--- config.mk ---
export PLATFORM = sky130hd
export DESIGN_NAME = uart_tx_frame
export DESIGN_NICKNAME = d
export VERILOG_FILES = /design/src/rtl/uart_pkg.sv /design/src/rtl/uart_baud_gen.sv /design/src/rtl/uart_tx_frame.sv
export SDC_FILE = /design/constraint.sdc
export NUM_CORES = 1
export LEC_CHECK = 0
export BUFFER_PORTS_ARGS = -buffer_cell sky130_fd_sc_hd__buf_4
export CAP_MARGIN = 40
export CORE_ASPECT_RATIO = 0.9
export CORE_UTILIZATION = 40
export CTS_BUF_LIST = sky130_fd_sc_hd__clkbuf_8
export CTS_CLUSTER_SIZE = 24
export DETAILED_ROUTE_END_ITERATION = 16
export SETUP_SLACK_MARGIN = 0.15
export SLEW_MARGIN = 30
export SYNTH_ARGS = -nofsm -noshare
export SYNTH_HDL_FRONTEND = slang
export SYNTH_SLANG_ARGS = --single-unit
--- constraint.sdc ---
create_clock -name clk_i -period 5.37 [get_ports clk_i]
set_clock_uncertainty 0.15 [all_clocks]
set_input_delay 0.2685 -clock clk_i [delete_from_list [all_inputs] [get_ports clk_i]]
set_output_delay 0.2685 -clock clk_i [all_outputs]
set_load 0.05 [all_outputs]
--- src/rtl/uart_pkg.sv ---
// Shared UART types: parity selection, one-hot TX frame states and the minimum data width.
package uart_pkg;

  typedef enum logic [1:0] {
    PAR_NONE = 2'd0,
    PAR_EVEN = 2'd1,
    PAR_ODD  = 2'd2,
    PAR_RSVD = 2'd3
  } parity_e;

  typedef enum logic [4:0] {
    ST_IDLE   = 5'b00001,
    ST_START  = 5'b00010,
    ST_DATA   = 5'b00100,
    ST_PARITY = 5'b01000,
    ST_STOP   = 5'b10000
  } tx_state_e;

  localparam int DATA_BITS_MIN = 5;

endpackage

--- src/rtl/uart_baud_gen.sv ---
// Bit-time counter: counts 0..max(div,1)-1, held at zero while restart is high.
module uart_baud_gen #(
  parameter int DIV_W = 16
) (
  input  logic             clk,
  input  logic             rst_n,
  input  logic             restart,
  input  logic [DIV_W-1:0] div,
  output logic             bit_tick
);

  logic [DIV_W-1:0] cnt;
  logic [DIV_W-1:0] last;

  // A divider of zero behaves exactly like a divider of one.
  assign last     = (div == '0) ? '0 : div - DIV_W'(1);
  assign bit_tick = !restart && (cnt == last);

  always_ff @(posedge clk or negedge rst_n) begin
    if (!rst_n) begin
      cnt <= '0;
    end else if (restart || bit_tick) begin
      cnt <= '0;
    end else begin
      cnt <= cnt + DIV_W'(1);
    end
  end

endmodule

--- src/rtl/uart_tx_frame.sv ---
// UART transmitter with runtime data width, parity and stop-bit selection and a baud divider.
module uart_tx_frame
  import uart_pkg::*;
#(
  parameter int DATA_W = 9,
  parameter int DIV_W  = 16
) (
  input  logic              clk_i,
  input  logic              resetn_i,
  input  logic              tx_valid_i,
  output logic              tx_ready_o,
  input  logic [DATA_W-1:0] tx_data_i,
  input  logic [DIV_W-1:0]  clks_per_bit_i,
  input  logic [3:0]        data_bits_i,
  input  logic [1:0]        parity_i,
  input  logic              stop2_i,
  output logic              tx_busy_o,
  output logic              tx_done_o,
  output logic              uart_tx_o
);

  localparam logic [3:0] MAX_BITS = 4'(DATA_W);
  localparam logic [3:0] MIN_BITS = 4'(DATA_BITS_MIN);

  function automatic logic [3:0] clamp_bits(input logic [3:0] b);
    return ((b < MIN_BITS) || (b > MAX_BITS)) ? MAX_BITS : b;
  endfunction

  function automatic logic [DATA_W-1:0] mask_data(input logic [DATA_W-1:0] d,
                                                  input logic [3:0]        b);
    logic [DATA_W-1:0] m;
    for (int i = 0; i < DATA_W; i++) m[i] = d[i] && (i < int'(b));
    return m;
  endfunction

  tx_state_e         state;
  logic [DATA_W-1:0] shift_reg;
  logic [3:0]        bit_cnt;
  logic [3:0]        nbits;
  logic              par_en;
  logic              par_bit;
  logic              stop2;
  logic [DIV_W-1:0]  div_q;
  logic              bit_tick;

  logic [3:0]        cap_bits;
  logic [DATA_W-1:0] cap_data;
  parity_e           cap_par;

  always_comb begin
    cap_bits = clamp_bits(data_bits_i);
    cap_data = mask_data(tx_data_i, cap_bits);
    cap_par  = parity_e'(parity_i);
  end

  assign tx_ready_o = (state == ST_IDLE);
  assign tx_busy_o  = !tx_ready_o;

  uart_baud_gen #(.DIV_W(DIV_W)) u_baud (
    .clk      (clk_i),
    .rst_n    (resetn_i),
    .restart  (tx_ready_o),
    .div      (div_q),
    .bit_tick (bit_tick)
  );

  always_ff @(posedge clk_i or negedge resetn_i) begin
    if (!resetn_i) begin
      state     <= ST_IDLE;
      uart_tx_o <= 1'b1;
      tx_done_o <= 1'b0;
      shift_reg <= '0;
      bit_cnt   <= '0;
      nbits     <= MAX_BITS;
      par_en    <= 1'b0;
      par_bit   <= 1'b0;
      stop2     <= 1'b0;
      div_q     <= '0;
    end else begin
      tx_done_o <= 1'b0;
      case (state)
        ST_IDLE: begin
          uart_tx_o <= 1'b1;
          if (tx_valid_i) begin
            shift_reg <= cap_data;
            nbits     <= cap_bits;
            par_en    <= (cap_par == PAR_EVEN) || (cap_par == PAR_ODD);
            par_bit   <= (^cap_data) ^ (cap_par == PAR_ODD);
            stop2     <= stop2_i;
            div_q     <= clks_per_bit_i;
            bit_cnt   <= '0;
            uart_tx_o <= 1'b0;
            state     <= ST_START;
          end
        end
        ST_START: begin
          if (bit_tick) begin
            uart_tx_o <= shift_reg[0];
            bit_cnt   <= '0;
            state     <= ST_DATA;
          end
        end
        ST_DATA: begin
          if (bit_tick) begin
            if (bit_cnt == nbits - 4'd1) begin
              bit_cnt <= '0;
              if (par_en) begin
                uart_tx_o <= par_bit;
                state     <= ST_PARITY;
              end else begin
                uart_tx_o <= 1'b1;
                state     <= ST_STOP;
              end
            end else begin
              bit_cnt   <= bit_cnt + 4'd1;
              shift_reg <= shift_reg >> 1;
              uart_tx_o <= shift_reg[1];
            end
          end
        end
        ST_PARITY: begin
          if (bit_tick) begin
            uart_tx_o <= 1'b1;
            bit_cnt   <= '0;
            state     <= ST_STOP;
          end
        end
        ST_STOP: begin
          uart_tx_o <= 1'b1;
          if (bit_tick) begin
            if (stop2 && (bit_cnt == 4'd0)) begin
              bit_cnt <= 4'd1;
            end else begin
              tx_done_o <= 1'b1;
              state     <= ST_IDLE;
            end
          end
        end
        default: begin
          uart_tx_o <= 1'b1;
          state     <= ST_IDLE;
        end
      endcase
    end
  end

endmodule

[Yosys cells after proc, flatten, opt, wreduce, memory -nomap -nowiden]
Index checks and enable logic that the tools add are counted.
Cells by class
  add/subtract/negate cells: 4
  $mul: 0
  divide/modulo/power cells: 0
  order comparisons: 11
  eq/ne operators: 19
  shift-type cells: 0
  multiplexer cells: 33
  bitwise logic cells: 1
  reduce and logical (&&, ||, !) cells: 26
Operators with widths (number)
  $mux W5: 8
  $mux W16: 2
  $mux W4: 7
  $mux W9: 3
  $pmux W5 S5: 1
  $pmux W9 S2: 1
  $add A16 B1 Y16 const B: 1
  $eq A16 B16 Y1: 1
  $logic_not A16 Y1: 1
  $lt A3 B4 Y1 const A: 4
  $pmux W4 S4: 1
  $sub A16 B1 Y16 const B: 1
  $logic_and A1 B1 Y1: 11
  $ne A2 B1 Y1 const B: 5
  $ne A2 B2 Y1 const B: 5
  $mux W1: 9
  $reduce_xor A9 Y1: 1
  $lt A1 B4 Y1 const A: 2
  $lt A2 B4 Y1 const A: 2
  $reduce_and A7 Y1: 1
  $reduce_and A6 Y1: 1
  $eq A5 B1 Y1 const B: 1
  $eq A5 B2 Y1 const B: 1
  $eq A5 B3 Y1 const B: 1
  other kinds (21): 23
Storage, ports and cells
  register bits: 59
  latch bits: 0
  bits in writable memories: 0
  bits in read-only memories: 0
  input bits: 35
  output and inout port bits: 4
  word-level logic and storage cells: 105
  memories kept: 0

[Logic depth before layout (Yosys ltp)]
  depth after elaboration: 7
  gate-level depth with buffers: 12
  gate-level depth less buffers: 11

[Modules after synthesis]
A second synthesis with hierarchy kept.
Second synthesis, totals
  cells, all modules: 457
  area, all modules: 4431.8 um2
By module, submodules not included
  uart_tx_frame: instances 1, cells an instance 220, area each 2393.5 um2, sequential area each 1081.0 um2
  uart_baud_gen: instances 1, cells an instance 237, area each 2038.2 um2, sequential area each 400.4 um2

[Least setup slack after synthesis]
No wires, ideal clock.
  kind: reg-to-reg
  start point: register div_q[5]
  end point: register bit_cnt[2]
  setup time: 121 ps
  arrival: 3153 ps
  data required time: 5099 ps
  slack: 1946 ps
  cell stages (with the launch flop): 13
  path buffers: 3
  period minus slack after synthesis: 3424 ps
  path through: dfrtp_1 -> or4_1 -> clkbuf_1 -> or4_1 -> buf_2 -> nor3_1 -> and3b_1 -> nor4_1 -> nand4_1 -> nor4_4 -> buf_4 -> o221ai_1 -> a22o_1
On the way
  word-level cells in the longest chain between the ends: 6
  elaborated cells between the ends (all ways): 9
  those cells by class: add/sub (1); eq/ne (4); mux (1); reduce/logical (3)
RTL lines
  from (decl): line uart_tx_frame.sv:43  | logic [DIV_W-1:0] div_q;
  from (signal assigned): line uart_tx_frame.sv:90  | div_q <= clks_per_bit_i;
  $sub A16 B1 Y16 / $logic_not A16 Y1 (equally long branches): line uart_baud_gen.sv:16  | assign last = (div == '0) ? '0 : div - DIV_W'(1);
  $mux W16 (*): line uart_baud_gen.sv:16
  $eq A16 B16 Y1 (*): line uart_baud_gen.sv:17  | assign bit_tick = !restart && (cnt == last);
  $logic_and A1 B1 Y1 (*): line uart_baud_gen.sv:17
  $ne A2 B1 Y1 (no line)
  $reduce_and A6 Y1 (no line) (*)
  to (signal assigned): line uart_tx_frame.sv:115  | bit_cnt <= bit_cnt + 4'd1;
  to (decl): line uart_tx_frame.sv:38  | logic [3:0] bit_cnt;
Every way passes the cells marked *; elsewhere a longest branch is shown, timed or not.
A chain may end at the register's enable or synchronous reset.

[Worst setup path in the final report]
  start point: register div_q[5]
  end point: register shift_reg[3]
On the way
  word-level cells in the longest chain between the ends: 6
  elaborated cells between the ends (all ways): 7
  those cells by class: add/sub (1); eq/ne (2); mux (1); reduce/logical (3)
RTL lines
  $sub A16 B1 Y16 / $logic_not A16 Y1 (equally long branches): line uart_baud_gen.sv:16
  $mux W16 (*): line uart_baud_gen.sv:16
  $eq A16 B16 Y1 (*): line uart_baud_gen.sv:17
  $logic_and A1 B1 Y1 (*): line uart_baud_gen.sv:17
  $ne A2 B1 Y1 (no line) (*)
  $reduce_and A4 Y1 (no line) (*)
  to (signal assigned): line uart_tx_frame.sv:85  | shift_reg <= cap_data;
  to (signal assigned): line uart_tx_frame.sv:116  | shift_reg <= shift_reg >> 1;
  to (decl): line uart_tx_frame.sv:37  | logic [DATA_W-1:0] shift_reg;
Marks and branches as above.

==> metrics <==
status=finished, final reports clean; worst min-delay path class=in -> reg; number of setup violations in the final report=0; fraction of layout instances using a drive strength above 1=20.9%; fillcell total=870; number of antenna violations at the first check in global routing=0; most congested layer reported by global routing=met1; number of remaining DRC errors=0; post-route ant nets=0; Critical Path End Type=flop; y dimension of the die=92.6 microns; static leakage=1.78 nW; detailed placement HPWL=5850 microns; setup repair after global routing missed its margin=no; startpoint kind of the worst setup timing path=flop; wire length per cell=14.4 microns; summed negative setup slack over all endpoints=0 ps; number of global-route vias before repair=2754; delay of the slowest cell on the worst path=630 ps; worst skew pair latency=340 ps; highest net fanout along the worst path=12; number of cells on the worst reg-to-reg path=9; power density over cell area=440 mW/mm^2; number of synthesized flops with an enable pin=0; required time at the worst-slack endpoint=5440 ps; Main synth FF type=dfrtp_1; count of H-tree levels built during CTS=3; vias after detailed routing=2950; wire length of the first global-routing pass=13700 microns; worst IR drop on VDD=0.227 mV; Layout Utilization=49.6%; instance area at placement=0.00406 sq mm; number of DRC violations after detailed-routing iteration 0=193; overall routed net length=8000 microns; Post-CTS Setup Inserts=0; Synth Instances=380; number of standard-cell rows in the floorplan=32; Hold Path Depth=2; met3 Track Usage GR=3.92%; post-layout instance count excluding filler cells=554; achievable clock frequency=240 MHz; pin count of the biggest net entering global routing=60; cell count after placement=528; met1 Resource Use GR=28.3%; post-layout instance area=0.00433 sq mm; count of distinct cell types in the synthesized netlist=57; global-route total usage across every layer=18.7%; minimum clock period after layout=4170 ps; Hold EP=div_q[11]; final-layout worst hold slack=12.7 ps; number of hold buffers added after cts=1; Synth top area share=37.7%; Fin. Hold Viols=0; weighted congestion at the end of routability-driven global placement=0.852; IO Port Bufs=38; post-synthesis area per instance=9.60 sq um; core outline area=0.00873 sq mm; total iterations of the first detailed-routing run=4; number of buffers inserted during clock tree synthesis=9; cell area after synthesis=0.00365 sq mm; worst flop-to-flop path endpoint=shift_reg[3]; buffer depth of the longest clock path=2; Slew @ Worst Pin=706 ps; headroom to the max-slew limit=52.5%; synthesized flop and latch total=59; x dimension of the die=103 microns; antenna diode count=0; cell type of the slowest stage on the worst timing path=or4_1; crit share post-route=77.6%; reg-to-reg setup timing slack=1200 ps; most area-hungry cell type in the Yosys netlist=dfrtp_1; clock tree from TritonCTS=built; Yosys warning total=0; count of cells resized by post-cts repair=0; # nets final=471; Max-Cap Viols=0; root buffer cell=clkbuf_8; total grt overflow=0; async set-or-reset flop fraction in the synthesized netlist=100%; Hold Path Origin=clks_per_bit_i[11]; Reg clk slew, reported paths=70 ps; worst endpoint data arrival time=4230 ps; number of clock sinks seen by CTS=59; Synth area leaders=dfrtp_1 (38%), xnor2_1 (7.2%), mux2_2 (7.1%); Post-Syn Nets=421; Cell Chain, Critical Path=or4_1, or4_1, nor3_1, and3b_1, nor4_1, nand4_1, nor4_4, a21boi_2, mux2_1; number of vias per cell=5.32; type of the setup path with the least slack=reg -> reg; cell occurring most often along the worst timing path=or4_1; Area Overhead vs Synth=18.6%; post-synthesis sequential area ratio=40.6%; GRT met2 Usage=26.3%; Die Outline Area=0.00951 sq mm; Crit Reg-Reg Startpoint=div_q[5]; final number of max-transition violations=0; top-level I/O count=39; starting density of the core=41.8%
how the worst max path moves through the flow:
stage / slack (ps) / cells past startpoint / from / end
after floorplan: 1950 / 12 / div_q[5] / bit_cnt[2]
after global placement: 1370 / 9 / div_q[5] / shift_reg[6]
after detailed placement: 1240 / 9 / div_q[5] / shift_reg[6]
after CTS: 1230 / 9 / div_q[5] / shift_reg[6]
after global routing: 990 / 9 / div_q[5] / shift_reg[3]
final: 1200 / 9 / div_q[5] / shift_reg[3]
cells in the mapped netlist, drive strengths merged, types with 6 or more instances:
library cell and n:
nand3 12, clkbuf 6, ha 6, o21ai 27, a21oi 9, inv 16
nor4 10, xor2 14, nor2 33, xnor2 30, nand2 26, dfrtp 55
nor2b 7, mux2 33, nor3 15
power by group:
part / total (mW) / leakage [nW] / switching, mW / internal, mW
combinational: 0.801 / 0.950 / 0.429 / 0.372
clock: 0.340 / 0.0874 / 0.179 / 0.161
sequential: 0.763 / 0.745 / 0.168 / 0.595
total: 1.90 / 1.78 / 0.776 / 1.13
per-stage QoR:
| step | power (mW) | setup slack, ps |
|---|---|---|
| floorplan | 1.34 | 1950 |
| global placement | 1.54 | 1370 |
| detailed placement | 1.56 | 1240 |
| CTS | 1.91 | 1230 |
| global route | 2.06 | 992 |
| finish | 1.90 | 1200 |
layout make-up:
type	count	area [sq um]	area share, %
Multi-Input combinational cell	294	2070	47.8
Sequential cell	59	1480	34.2
Tap cell	119	149	3.44
Clock buffer	9	124	2.86
Clock inverter	7	37.5	0.868
Inverter	16	60.1	1.39
Timing Repair Buffer	50	405	9.37
critical path: cells and delay by family, from the launching register on:
| kind | cells | cell delay (ps) |
|---|---|---|
| muxes | 1 | 360 |
| AOI/OAI and AO/OA | 1 | 270 |
| and+or+nand+nor | 7 | 2840 |
| DFF | 1 | 430 |
routing by layer:
metal	share of wire [%]	routed length (microns)
met3	3.8	302
met2	43	3430
met1	52	4190
met5	0	0
met4	1.0	81
cell families after synthesis:
family,Yosys count,share of synthesized area (%)
AO/OA/AOI/OAI,67,12.0
XOR/XNOR,44,10.6
adder cells (fa/ha/maj),6,2.06
buffers and inverters,27,2.95
flip-flops,59,40.6
multiplexers,35,10.7
AND/OR/NAND/NOR,142,21.1
layout by cell type (no fill, tap or decap), types with 12 or more instances in the layout:
master   count
o21ai_0     27
mux2_2      23
nor2_1      33
xor2_1      14
buf_4       40
dfrtp_1     55
xnor2_1     30
nor3_1      14
inv_1       18
nand3_1     12
nand2_1     26
Power figures use the tool's default switching activity.
